$ cat src/rtl/mac_requant.sv
// Requantizer: turns finished int/fp accumulator results into 16-bit activations through a
// 2-stage valid/ready pipeline. Build option MAC_REQUANT_ROUND_EN enables fp round-to-nearest-even.
module mac_requant (
    input  logic        clk,
    input  logic        rst,
    input  logic        in_valid,
    output logic        in_ready,
    input  logic [1:0]  mode,
    input  logic [23:0] acc_int,
    input  logic [4:0]  int_shift,
    input  logic [30:0] acc_fp,
    output logic        out_valid,
    input  logic        out_ready,
    output logic [15:0] out_value,
    output logic [15:0] sat_cnt,
    output logic [15:0] flush_cnt,
    input  logic        clr_cnt
);

`ifdef MAC_REQUANT_ROUND_EN
    localparam logic ROUND_EN = 1'b1;
`else
    localparam logic ROUND_EN = 1'b0;
`endif

    // Handshake: a beat moves on a port in any cycle where valid && ready; a stage refills
    // in the same cycle it drains, so the pipeline sustains one beat per cycle.

    // ---------------- stage 0: shift / normalize / round (combinational) ----------------
    logic               in_is_fp;
    logic [4:0]         sh_eff;
    logic signed [23:0] r_in;
    logic [4:0]         e_in;
    logic [25:0]        m_in;
    logic               m_pos;
    logic [4:0]         lead_pos;
    logic [23:0]        norm;
    logic [6:0]         exp_norm;
    logic               round_up;
    logic [12:0]        frac_sum;
    logic [6:0]         exp_rnd;
    logic [11:0]        frac_rnd;
    logic               in_sat;
    logic               in_flush;
    logic               accept;

    assign in_is_fp = (mode == 2'b00);
    assign sh_eff   = (int_shift > 5'd23) ? 5'd23 : int_shift;
    assign r_in     = $signed(acc_int) >>> sh_eff;
    assign e_in     = acc_fp[30:26];
    assign m_in     = acc_fp[25:0];
    assign m_pos    = !m_in[25] && (|m_in[24:0]);

    always_comb begin
        lead_pos = '0;
        for (int i = 0; i < 25; i++) begin
            if (m_in[i]) lead_pos = 5'(i);
        end
    end

    // Left-justify the mantissa so the leading one lands at bit 24; the 12 fraction bits,
    // guard and sticky then sit at fixed positions and short mantissas are zero-filled.
    assign norm     = 24'(m_in[24:0] << (5'd24 - lead_pos));
    assign exp_norm = {{2{e_in[4]}}, e_in} - {2'b00, 5'd24 - lead_pos};
    assign round_up = ROUND_EN & norm[11] & ((|norm[10:0]) | norm[12]);
    assign frac_sum = {1'b0, norm[23:12]} + {12'd0, round_up};
    assign exp_rnd  = frac_sum[12] ? exp_norm + 7'd1 : exp_norm;
    assign frac_rnd = frac_sum[11:0];

    function automatic logic sat_hit(input logic is_fp, input logic pos,
                                     input logic [6:0] ex, input logic signed [23:0] r);
        logic hit;
        if (is_fp) hit = pos && ($signed(ex) > 7);
        else       hit = (r > 24'sd255);
        return hit;
    endfunction

    function automatic logic [15:0] encode(input logic is_fp, input logic pos,
                                           input logic [6:0] ex, input logic [11:0] f,
                                           input logic signed [23:0] r);
        logic [15:0] v;
        v = 16'h0000;
        if (!is_fp) begin
            if (r <= 24'sd0)        v = 16'h0000;
            else if (r > 24'sd255)  v = 16'h00FF;
            else                    v = {8'h00, r[7:0]};
        end else if (pos) begin
            if ($signed(ex) > 7)         v = 16'h7FFF;
            else if ($signed(ex) < -8)   v = 16'h0000;
            else if ({ex[3:0], f} == 16'h0000) v = 16'h0001;  // keep nonzero results off the zero code
            else                         v = {ex[3:0], f};
        end
        return v;
    endfunction

    assign in_sat   = sat_hit(in_is_fp, m_pos, exp_rnd, r_in);
    assign in_flush = in_is_fp && m_pos && ($signed(exp_rnd) < -8);

    // ---------------- pipeline control ----------------
    logic               s1_valid;
    logic               s1_is_fp;
    logic               s1_pos;
    logic [6:0]         s1_exp;
    logic [11:0]        s1_frac;
    logic signed [23:0] s1_r;
    logic               s2_adv;

    assign s2_adv   = !out_valid || out_ready;
    assign in_ready = !s1_valid || s2_adv;
    assign accept   = in_valid && in_ready;

    always_ff @(posedge clk) begin
        if (rst) begin
            s1_valid  <= 1'b0;
            s1_is_fp  <= 1'b0;
            s1_pos    <= 1'b0;
            s1_exp    <= '0;
            s1_frac   <= '0;
            s1_r      <= '0;
            out_valid <= 1'b0;
            out_value <= 16'h0000;
        end else begin
            if (in_ready) begin
                s1_valid <= in_valid;
                if (in_valid) begin
                    s1_is_fp <= in_is_fp;
                    s1_pos   <= m_pos;
                    s1_exp   <= exp_rnd;
                    s1_frac  <= frac_rnd;
                    s1_r     <= r_in;
                end
            end
            if (s2_adv) begin
                out_valid <= s1_valid;
                if (s1_valid) out_value <= encode(s1_is_fp, s1_pos, s1_exp, s1_frac, s1_r);
            end
        end
    end

    // Clamp statistics are booked when the beat enters stage 1; clear wins over a same-cycle hit.
    always_ff @(posedge clk) begin
        if (rst || clr_cnt) begin
            sat_cnt   <= 16'h0000;
            flush_cnt <= 16'h0000;
        end else if (accept) begin
            if (in_sat && (sat_cnt != 16'hFFFF))     sat_cnt   <= sat_cnt + 16'd1;
            if (in_flush && (flush_cnt != 16'hFFFF)) flush_cnt <= flush_cnt + 16'd1;
        end
    end

endmodule

$ cat config.mk
export PLATFORM = sky130hd
export DESIGN_NAME = mac_requant
export DESIGN_NICKNAME = d
export VERILOG_FILES = /design/src/rtl/mac_requant.sv
export SDC_FILE = /design/constraint.sdc
export NUM_CORES = 1
export LEC_CHECK = 0
export ABC_CLOCK_PERIOD_IN_PS = 13800
export BUFFER_PORTS_ARGS = -buffer_cell sky130_fd_sc_hd__buf_2
export CORE_ASPECT_RATIO = 2
export CORE_MARGIN = 2
export CORE_UTILIZATION = 36
export CTS_CLUSTER_DIAMETER = 80
export DETAILED_ROUTE_END_ITERATION = 8
export GPL_TIMING_DRIVEN = 0
export REMOVE_ABC_BUFFERS = 1
export SLEW_MARGIN = 15
export SYNTH_ARGS = -nofsm -noshare
export SYNTH_HDL_FRONTEND = slang
export SYNTH_SLANG_ARGS = --single-unit
export TNS_END_PERCENT = 10
$ cat constraint.sdc
create_clock -name clk -period 13.8 [get_ports clk]
set_input_delay 2.07 -clock clk [delete_from_list [all_inputs] [get_ports clk]]
set_output_delay 2.07 -clock clk [all_outputs]
set_load 0.005 [all_outputs]
==> results of run 1 <==
==> cell type report <==
class / instances / area, sq um / area share
Inverter: 34 / 127.6 / 0.01596
Clock inverter: 5 / 36.28 / 0.004538
Tap cell: 259 / 324.1 / 0.04053
Timing Repair Buffer: 118 / 611.8 / 0.07651
Clock buffer: 10 / 229.0 / 0.02863
Sequential cell: 95 / 1902 / 0.2378
Multi-Input combinational cell: 717 / 4766 / 0.5960
==> layout by cell type, fill, tap and decap left out, types with 5 or more instances in the layout <==
cell type,count
sky130_fd_sc_hd__nand2b_1,7
sky130_fd_sc_hd__xnor2_1,14
sky130_fd_sc_hd__and3_1,7
sky130_fd_sc_hd__a221oi_1,10
sky130_fd_sc_hd__o211ai_1,14
sky130_fd_sc_hd__nor2_1,101
sky130_fd_sc_hd__nor2b_1,12
sky130_fd_sc_hd__buf_2,116
sky130_fd_sc_hd__nand3_1,29
sky130_fd_sc_hd__a211oi_1,27
sky130_fd_sc_hd__a311oi_1,13
sky130_fd_sc_hd__inv_1,27
sky130_fd_sc_hd__dfxtp_1,95
sky130_fd_sc_hd__o311ai_0,5
sky130_fd_sc_hd__mux4_2,7
sky130_fd_sc_hd__o22ai_1,17
sky130_fd_sc_hd__o221ai_1,5
sky130_fd_sc_hd__a21oi_1,65
sky130_fd_sc_hd__nand2_1,79
sky130_fd_sc_hd__mux2_2,7
sky130_fd_sc_hd__nor3_1,27
sky130_fd_sc_hd__nor4_1,22
sky130_fd_sc_hd__and2_1,7
sky130_fd_sc_hd__and4_1,5
sky130_fd_sc_hd__a31oi_1,5
sky130_fd_sc_hd__o31ai_1,6
sky130_fd_sc_hd__a21o_1,8
sky130_fd_sc_hd__ha_1,7
sky130_fd_sc_hd__clkbuf_16,9
sky130_fd_sc_hd__or3_1,16
sky130_fd_sc_hd__mux2i_1,75
sky130_fd_sc_hd__or4_1,7
sky130_fd_sc_hd__o21ai_0,46
==> worst min path at each step <==
| stage | to | start |
|---|---|---|
| after floorplan | s1_r[19]$_SDFFE_PP0P_ | s1_r[19]$_SDFFE_PP0P_ |
| after global placement | out_value[10]$_SDFFE_PP0P_ | out_value[10]$_SDFFE_PP0P_ |
| after detailed placement | out_value[12]$_SDFFE_PP0P_ | out_value[12]$_SDFFE_PP0P_ |
| after CTS | out_value[12]$_SDFFE_PP0P_ | out_value[12]$_SDFFE_PP0P_ |
| after global routing | out_value[9]$_SDFFE_PP0P_ | out_value[9]$_SDFFE_PP0P_ |
| final | out_value[9]$_SDFFE_PP0P_ | out_value[9]$_SDFFE_PP0P_ |
==> metal layers <==
metal / GRT usage / vias up / wire length [microns]
li1: - / 3552 / -
met1: 0.2207 / 3429 / 8283
met2: 0.4160 / 180 / 12560
met4: 0.1338 / 0 / 1257
met5: 0 / - / 0
met3: 0.02605 / 60 / 633
==> metrics by stage <==
stage	instance area, sq um	instances	power (uW)	worst slack (ns)	util
2_1_floorplan	6773	846	448.9	6.811	-
4_1_cts	7996	1238	758.8	6.399	0.4167
5_1_grt	7996	1238	793.1	5.947	0.4167
6_report	7996	1238	753.2	6.407	0.4167
3_5_place_dp	7731	1223	526.7	6.033	0.4029
3_3_place_gp	7677	1221	523.3	5.364	0.4001
==> power groups by stage <==
stage	combinational (uW)	clock (uW)	sequential, uW
CTS	220	237	301
global placement	216	0	308
floorplan	145	0	303
global route	243	247	303
finish	222	230	301
detailed placement	219	0	308
==> registers in the layout (all words and copies together), names as in the netlist <==
| name | cells |
|---|---|
| flush_cnt | 16 |
| s1_valid | 1 |
| out_valid | 1 |
| s1_r | 24 |
| out_value | 16 |
| s1_frac | 12 |
| s1_pos | 1 |
| s1_is_fp | 1 |
| s1_exp | 7 |
| sat_cnt | 16 |
==> cells by family after synthesis <==
logic type / share of synthesized area
simple gates: 0.2318
compound gates: 0.2598
flops: 0.2712
buf+inv: 0.05228
mux: 0.1445
xor+xnor: 0.02498
fa+ha+maj: 0.01535
==> worst max-delay path: stages <==
cell,delay (ns)
sky130_fd_sc_hd__buf_2,0.15
sky130_fd_sc_hd__or3_1,0.38
sky130_fd_sc_hd__a221o_1,0.27
sky130_fd_sc_hd__a31oi_1,0.47
sky130_fd_sc_hd__o21ai_4,0.36
sky130_fd_sc_hd__ha_1,0.97
sky130_fd_sc_hd__inv_1,0.52
sky130_fd_sc_hd__ha_1,0.42
sky130_fd_sc_hd__nor2b_1,0.13
sky130_fd_sc_hd__o21a_1,0.18
sky130_fd_sc_hd__o21a_1,0.18
sky130_fd_sc_hd__nor2_1,0.24
sky130_fd_sc_hd__o2111ai_1,0.22
sky130_fd_sc_hd__a21o_1,0.40
sky130_fd_sc_hd__or4_1,0.55
sky130_fd_sc_hd__a21oi_1,0.15
==> impl_summary.md, run 1 <==
Power and ir drop
The portion of total power attributed to sequential cells is 0.400. Of the total power, the share spent switching nets is 0.3399. The clock share of power is 0.306. The switching power summed over all nets is 256.0 uW.

The maximum resistive drop on vdd is slightly below 0.07 mV. Internal power comes to ~500 uW. The static leakage power is between 0.003 and 0.004 uW. For this design the ratio of total power to cell area is 94.19 nW/um^2. Of the total power, combinational logic draws 0.294.

Clocking
The insertion delay of the later-clocked pin in the worst-skew pair is 0.35 ns. For this design, the CTS-stage hold fixing added 0 buffers. The number of cells upsized or downsized after cts is 0. In this run the clock root is driven by a sky130_fd_sc_hd__clkbuf_16. After clock tree synthesis, the clock-pin slew on the worst setup and hold paths is 0.07 ns.

The number of clock buffers inserted by TritonCTS is 9. The deepest clock path buffer count is 2. The clock tree from TritonCTS is yes.

Post-CTS timing repair inserted 0 buffers for setup. Clock tree synthesis found a total of 95 sinks. The clock tree synthesis step divided the H-tree into 3 levels.

Layout
The final layout contains 1,050 nets. 0 antenna diodes ended up in the layout. The fraction of final layout cells sized beyond drive strength 1 is 0.1736. The layout has 2,042 filler cells. The area added between synthesis and finish is 14.04%.

Floorplanning
The floorplan step defined a die boundary enclosing 20,680 sq um. For this design the top-level I/O count stands at 117. The core region is 19,190 sq um. The initial utilization of the core area, before any placement, comes to 0.3654.

The site row count is 72. The overall die width is 102.7 microns. Measured along the y axis, the die boundary spans a little over 200 microns.

Worst setup path
For the worst flop-to-flop path, the logic depth is 7. The capture point of the critical path is sat_cnt[11]$_SDFFE_PP0P_. The critical path capture point type is a flop.

Tracing the worst setup path back leads to its startpoint at acc_fp[16]. The required time reported for the critical path endpoint is approximately 14 ns. STA classifies the critical path startpoint as a primary input. The terminus of the critical flop-to-flop path is s1_frac[7]$_SDFFE_PP0P_. The startpoint identified for the worst register-to-register timing path is out_valid$_SDFFE_PP0P_. In this run the worst path has a maximum fanout of 23. The worst setup path is of the primary input to flop kind. For flop-to-flop paths, the worst setup slack is 11.12 ns. Data arrives at the worst endpoint at 7.67 ns.

STA
The final worst hold slack is 0.4535 ns. The number of max-slew violations in the final report is 0. The setup clock skew after layout is 0.003427 ns.

The timing-limited maximum frequency is between 100 and 150 MHz. Setup repair after global routing left no endpoint under its margin. The actual slew at the worst max-slew pin is between 1 and 1.5 ns. The fraction of the cycle the final worst path needs is 0.5357.

The worst-case headroom to the max-slew limit is 0.2681. Setup violations remaining at the end of the flow were counted as 0. The minimum clock period after layout is 7.393 ns. The summed negative setup slack over all endpoints is 0 ns. The final number of hold-violating endpoints is 0.

GRT
The via count of the first global-routing pass is 7,029. Across every metal layer, demand over resource in global routing totals 0.2212. The initial antenna violation count is 0. The first global-routing pass estimated around 36 mm of wire. The largest net degree at the start of global routing is 60. Global routing finished with a remaining overflow of 0.

Yosys
The netlist area before placement is 7012 sq um. The commonest cells after synthesis are sky130_fd_sc_hd__nor2_1 (101), sky130_fd_sc_hd__dfxtp_1 (95), sky130_fd_sc_hd__nand2_1 (79). After synthesis, the cell types taking the most area are sky130_fd_sc_hd__dfxtp_1 (27%), sky130_fd_sc_hd__mux2i_1 (11%), sky130_fd_sc_hd__nor2_1 (5.4%). The sequential element share of the synthesized area is 0.2712.

The number of synthesized flops with an enable pin is 0. Of all cell types, the one taking the most synthesized area is sky130_fd_sc_hd__dfxtp_1. The main flop type after synthesis is sky130_fd_sc_hd__dfxtp_1. By instance count, the leading cell after synthesis is sky130_fd_sc_hd__nor2_1. The area share of the largest cell type after synthesis is 0.2712. After synthesis the netlist holds a flip-flop and latch count of 95.

After synthesis, the share of flip-flops with an asynchronous set or reset is 0. The mean post-synth cell area is between 7 and 8 sq um. After technology mapping, the gate count stands at 902. Yosys printed 0 warnings. The count of cell types in the netlist is between 70 and 80.

Drt
The first routing iteration left 340 violations. The number of remaining DRC errors is 0. The number of iterations in the first detailed-routing pass is 5.

The average wire per cell in the routed design is 18.36 microns. After detailed routing, the number of vias per cell comes to 5.833. Across all layers, the routed design uses 7,221 vias.

The total length of routed wires is ~23 mm. The remaining antenna violation count is 0.

Worst hold path
The class of the tightest hold or removal check is flop to flop. The hold path depth is 2.

Place
Detailed placement finished with a half-perimeter wire length of 17.46 mm. The congestion estimate from routability-driven global placement came to 0.9541. Input and output buffers added on the ports amount to 116.

Run status
The run finished with clean final reports.

Flow run
The max-capacitance violation count is 0.
Power figures use the tool's default switching activity.
==> run 2, diff against run 1 <==
--- a/config.mk
+++ b/config.mk
@@ -5,7 +5,8 @@
 export SDC_FILE = /design/constraint.sdc
 export NUM_CORES = 1
 export LEC_CHECK = 0
-export ABC_CLOCK_PERIOD_IN_PS = 13800
+export ABC_AREA = 1
+export ABC_CLOCK_PERIOD_IN_PS = 6100
 export BUFFER_PORTS_ARGS = -buffer_cell sky130_fd_sc_hd__buf_2
 export CORE_ASPECT_RATIO = 2
 export CORE_MARGIN = 2
==> constraint.sdc (replaced) <==
create_clock -name clk -period 6.1 [get_ports clk]
set_input_delay 0.915 -clock clk [delete_from_list [all_inputs] [get_ports clk]]
set_output_delay 0.915 -clock clk [all_outputs]
set_load 0.005 [all_outputs]
==> impl_summary.md, run 2 <==
Worst setup path
The critical path capture point type is a flop (unchanged). The type of the worst setup path is primary input to flop (unchanged). The worst path arrival time is 5.84 ns (was 7.67 ns).

The maximum fanout along the worst path is 25 (was 23). The critical path launch point is acc_fp[2] (was acc_fp[16]). The required time reported for the critical path endpoint was 6.35 ns (was 14.08 ns). The logic depth of the worst register-to-register path is 12 (was 7). The largest incremental delay on the critical path is 0.50 ns (was 0.97 ns). The start of the worst register-to-register path is out_valid$_SDFFE_PP0P_ (unchanged). The startpoint class of the critical path is a primary input (unchanged). The cell repeated most along the worst path is sky130_fd_sc_hd__nand2_1. The slowest cell on the critical path is sky130_fd_sc_hd__ha_4 (was sky130_fd_sc_hd__ha_1).

STA
The final number of hold-violating endpoints was 0 (unchanged). The clock period could shrink to 5.590 ns. Setup repair after global routing missed its margin: false (unchanged). The setup clock skew after layout is 0.006178 ns (was 0.003427 ns). The number of max-slew violations in the final report is 0 (unchanged). The fraction of the cycle the final worst path needs is 0.9164. The worst-case headroom to the max-slew limit is 0.2828 (was 0.2681). The actual slew at the worst max-slew pin is 1.075 ns (was 1.098 ns). The summed negative setup slack over all endpoints is 0 ns (unchanged). The number of setup violations in the final report is 0 (unchanged).

Based on the critical path, the design can be clocked at up to roughly 180 MHz.

Drt
The number of iterations in the first detailed-routing pass is 5 (unchanged). The total length of routed wires is 21.30 mm (was 22.73 mm). The average wire per cell in the routed design came to 14.47 microns (was 18.36 microns). The remaining antenna violation count is 0 (unchanged). The number of vias per cell after detailed routing is 5.253 (was 5.833). The number of remaining DRC errors came to 0 (unchanged). The via count was 7,732 (was 7,221).

The iteration-0 DRC count of the detailed router is 357 (was 340).

Clocking
The clock tree from TritonCTS is yes (unchanged). The insertion delay of the later-clocked pin in the worst-skew pair is 0.35 ns (about the same). The buffer cell driving the clock tree root was sky130_fd_sc_hd__clkbuf_16 (unchanged). The buffers inserted during post-CTS setup optimization was 0 (unchanged).

The count of hold-fix buffers inserted at cts is 0 (unchanged). The H-tree level count was 3 (unchanged). The number of clock buffers inserted by TritonCTS is 9 (unchanged). The clock input transition at the sequential cells of the worst setup and hold paths came to 0.07 ns (about the same). The deepest clock path buffer count came to 2 (unchanged). The number of sinks handled by clock tree synthesis is 95 (unchanged).

GRT
The largest net degree at the start of global routing is 39 (was 60). The via count of the first global-routing pass is 7,336 (was 7,029). The total global routing overflow is 0 (unchanged). The global-route total usage across every layer is 0.2075 (was 0.2212). The initial antenna violation count is 0 (unchanged). The first-pass GRT wire length is 34.24 mm (was 36.23 mm).

Power and ir drop
The static leakage power was 0.003540 uW (was 0.003181 uW). The maximum resistive drop on vdd came to 0.1391 mV (was 0.06835 mV). The total design power is 1858 uW (was 753.2 uW). The power per cell area was 230.5 nW/um^2 (was 94.19 nW/um^2).

Yosys
The number of synthesized flops with an enable pin is 0 (unchanged). The count of cell types in the netlist is 50 (was 74). The netlist area before placement is 6957 sq um (was 7012 sq um). The synthesis warning total came to 0 (unchanged).

Synth top cells by count: sky130_fd_sc_hd__nand2_1 (290), sky130_fd_sc_hd__nand3_1 (169), sky130_fd_sc_hd__inv_1 (103) (was sky130_fd_sc_hd__nor2_1 (101), sky130_fd_sc_hd__dfxtp_1 (95), sky130_fd_sc_hd__nand2_1 (79)). The mean post-synth cell area came to 6.129 sq um (was 7.774 sq um). The fraction of synthesis flops using an asynchronous set or reset pin came to 0 (unchanged). The most area-hungry cell type in the Yosys netlist is sky130_fd_sc_hd__dfxtp_1 (unchanged).

The sequential element share of the synthesized area came to 0.2734 (was 0.2712). Top post-synthesis cells by area: sky130_fd_sc_hd__dfxtp_1 (27%), sky130_fd_sc_hd__nand2_1 (16%), sky130_fd_sc_hd__nand3_1 (12%) (was sky130_fd_sc_hd__dfxtp_1 (27%), sky130_fd_sc_hd__mux2i_1 (11%), sky130_fd_sc_hd__nor2_1 (5.4%)). The area share of the largest cell type after synthesis came to 0.2734 (was 0.2712).

The most repeated cell in the gate-level netlist after synthesis is sky130_fd_sc_hd__nand2_1 (was sky130_fd_sc_hd__nor2_1). The main flop type after synthesis was sky130_fd_sc_hd__dfxtp_1 (unchanged). The instance count of the mapped netlist came to 1,135 (was 902). The total of flip-flops plus latches after synthesis is 95 (unchanged).

Layout
The count of non-filler cells in the finished layout came to 1,472 (was 1,238). The fraction of final layout cells sized beyond drive strength 1 was 0.1509 (was 0.1736). The flip-flop count of the largest register, all copies and words added is 24 (unchanged). The register with the highest flop count was s1_r (unchanged). The count of filler cells inserted in the layout is 2,151 (was 2,042).

The leading cell type in the layout, fill and taps excluded is sky130_fd_sc_hd__nand2_1 (was sky130_fd_sc_hd__buf_2). The area added between synthesis and finish is 15.86% (was 14.04%). The antenna diode count was 0 (unchanged). Highest-count cells in the layout ignoring fill and taps: sky130_fd_sc_hd__nand2_1 (286), sky130_fd_sc_hd__nand3_1 (169), sky130_fd_sc_hd__buf_2 (116), sky130_fd_sc_hd__inv_1 (103), sky130_fd_sc_hd__dfxtp_1 (95) (was sky130_fd_sc_hd__buf_2 (116), sky130_fd_sc_hd__nor2_1 (101), sky130_fd_sc_hd__dfxtp_1 (95), sky130_fd_sc_hd__nand2_1 (79), sky130_fd_sc_hd__mux2i_1 (75)). The net count reported at finish is 1,283 (was 1,050).

Run status
Result of the run: finished clean (unchanged).

Worst hold path
The class of the tightest hold or removal check was flop to flop (unchanged). The hold path depth is 2 (unchanged). The origin of the worst min-delay path is flush_cnt[4]$_SDFFE_PP0P_ (was out_value[9]$_SDFFE_PP0P_).

Place
The final weighted congestion in routability-driven placement is 0.8794 (was 0.9541). The total placed cells including tap cells is 1,456 (was 1,223). The count of buffers from port buffering is 116 (unchanged). The detailed-placement wirelength estimate is 16.79 mm (was 17.46 mm).

Floorplanning
The overall die width is 102.3 microns (was 102.7 microns). The height of the die was 200.6 microns (was 201.4 microns). The site row count is 72 (unchanged). The initial cell density of the core was 0.3625 (was 0.3654). The count of boundary I/O pins is 117 (unchanged). The area enclosed by the die boundary was 20,520 sq um (was 20,680 sq um). The area of the core is 19,190 sq um (unchanged).

Flow run
The max-capacitance violation count is 0 (unchanged).
[run 2: changes by cell type after synthesis, moves of 21 or more]
cell and delta:
sky130_fd_sc_hd__o21ai_1 +21, sky130_fd_sc_hd__o21ai_0 +40, sky130_fd_sc_hd__a21oi_1 +21, sky130_fd_sc_hd__mux2i_1 -72, sky130_fd_sc_hd__nor2_1 -34, sky130_fd_sc_hd__nand3_1 +140
sky130_fd_sc_hd__nand2_1 +211, sky130_fd_sc_hd__inv_1 +76, sky130_fd_sc_hd__a211oi_1 -27
[run 2: per-layer routing]
layer / GRT usage / vias to the layer above / share of wire
met1: 0.2104 / 3474 / 0.38
met3: 0.02472 / 66 / 0.036
li1: - / 3970 / -
met5: 0 / - / 0
met4: 0.1190 / 0 / 0.051
met2: 0.3905 / 222 / 0.54
[run 2: area by class of cell]
type / instances / area [sq um] / share of cell area
repair buffers: 117 / 591.8 / 0.07342
well taps: 259 / 324.1 / 0.04020
multi-input cells: 876 / 4448 / 0.5518
clock inverters: 5 / 127.6 / 0.01583
flip-flops and latches: 95 / 1902 / 0.2360
clock buffers: 11 / 252.7 / 0.03136
inverters: 109 / 414.1 / 0.05138
[run 2: cells by family after synthesis]
| group | share of synthesized area |
|---|---|
| simple gates | 0.3802 |
| xor+xnor | 0.02752 |
| compound gates | 0.2036 |
| flops | 0.2734 |
| fa+ha+maj | 0.01547 |
| buf+inv | 0.09550 |
| mux | 0.004317 |
[run 2: what timing repair did]
item,in CTS,in global routing
resized for setup,8,3
gates cloned,0,0
endpoints found under the setup margin,46,21
pin swaps,0,1
[run 2: worst paths after layout]
check | end | slack [ns]
worst min-delay path | flush_cnt[4]$_SDFFE_PP0P_ | 0.47
worst max-delay path | sat_cnt[1]$_SDFFE_PP0P_ | 0.51
worst min register to register | flush_cnt[4]$_SDFFE_PP0P_ | 0.47
worst max register to register | flush_cnt[7]$_SDFFE_PP0P_ | 2.51
[run 2: critical path: cells and delay by family]
kind            cells  cell delay [ns]
compound gates      5             1.14
fa+ha+maj           2             0.84
buf+inv             4             0.63
simple gates       28             2.23
[run 2: power breakdown]
group,total [uW],internal [uW],switching (uW)
combinational,475,158,318
sequential,675,653,22.1
clock,708,464,243
total,1860,1270,583
[run 2: per-stage QoR]
step | setup WS, ns | util | cell area [sq um] | hold slack (ns)
after CTS | 0.1042 | 0.4188 | 8036 | 0.4667
after floorplan | -0.03263 | - | 6701 | 0.4412
final | 0.5097 | 0.4201 | 8060 | 0.4667
after detailed placement | -2.097 | 0.3974 | 7626 | 0.4565
after global routing | 0.02896 | 0.4201 | 8060 | 0.4821
after global placement | -2.252 | 0.3964 | 7606 | 0.4508
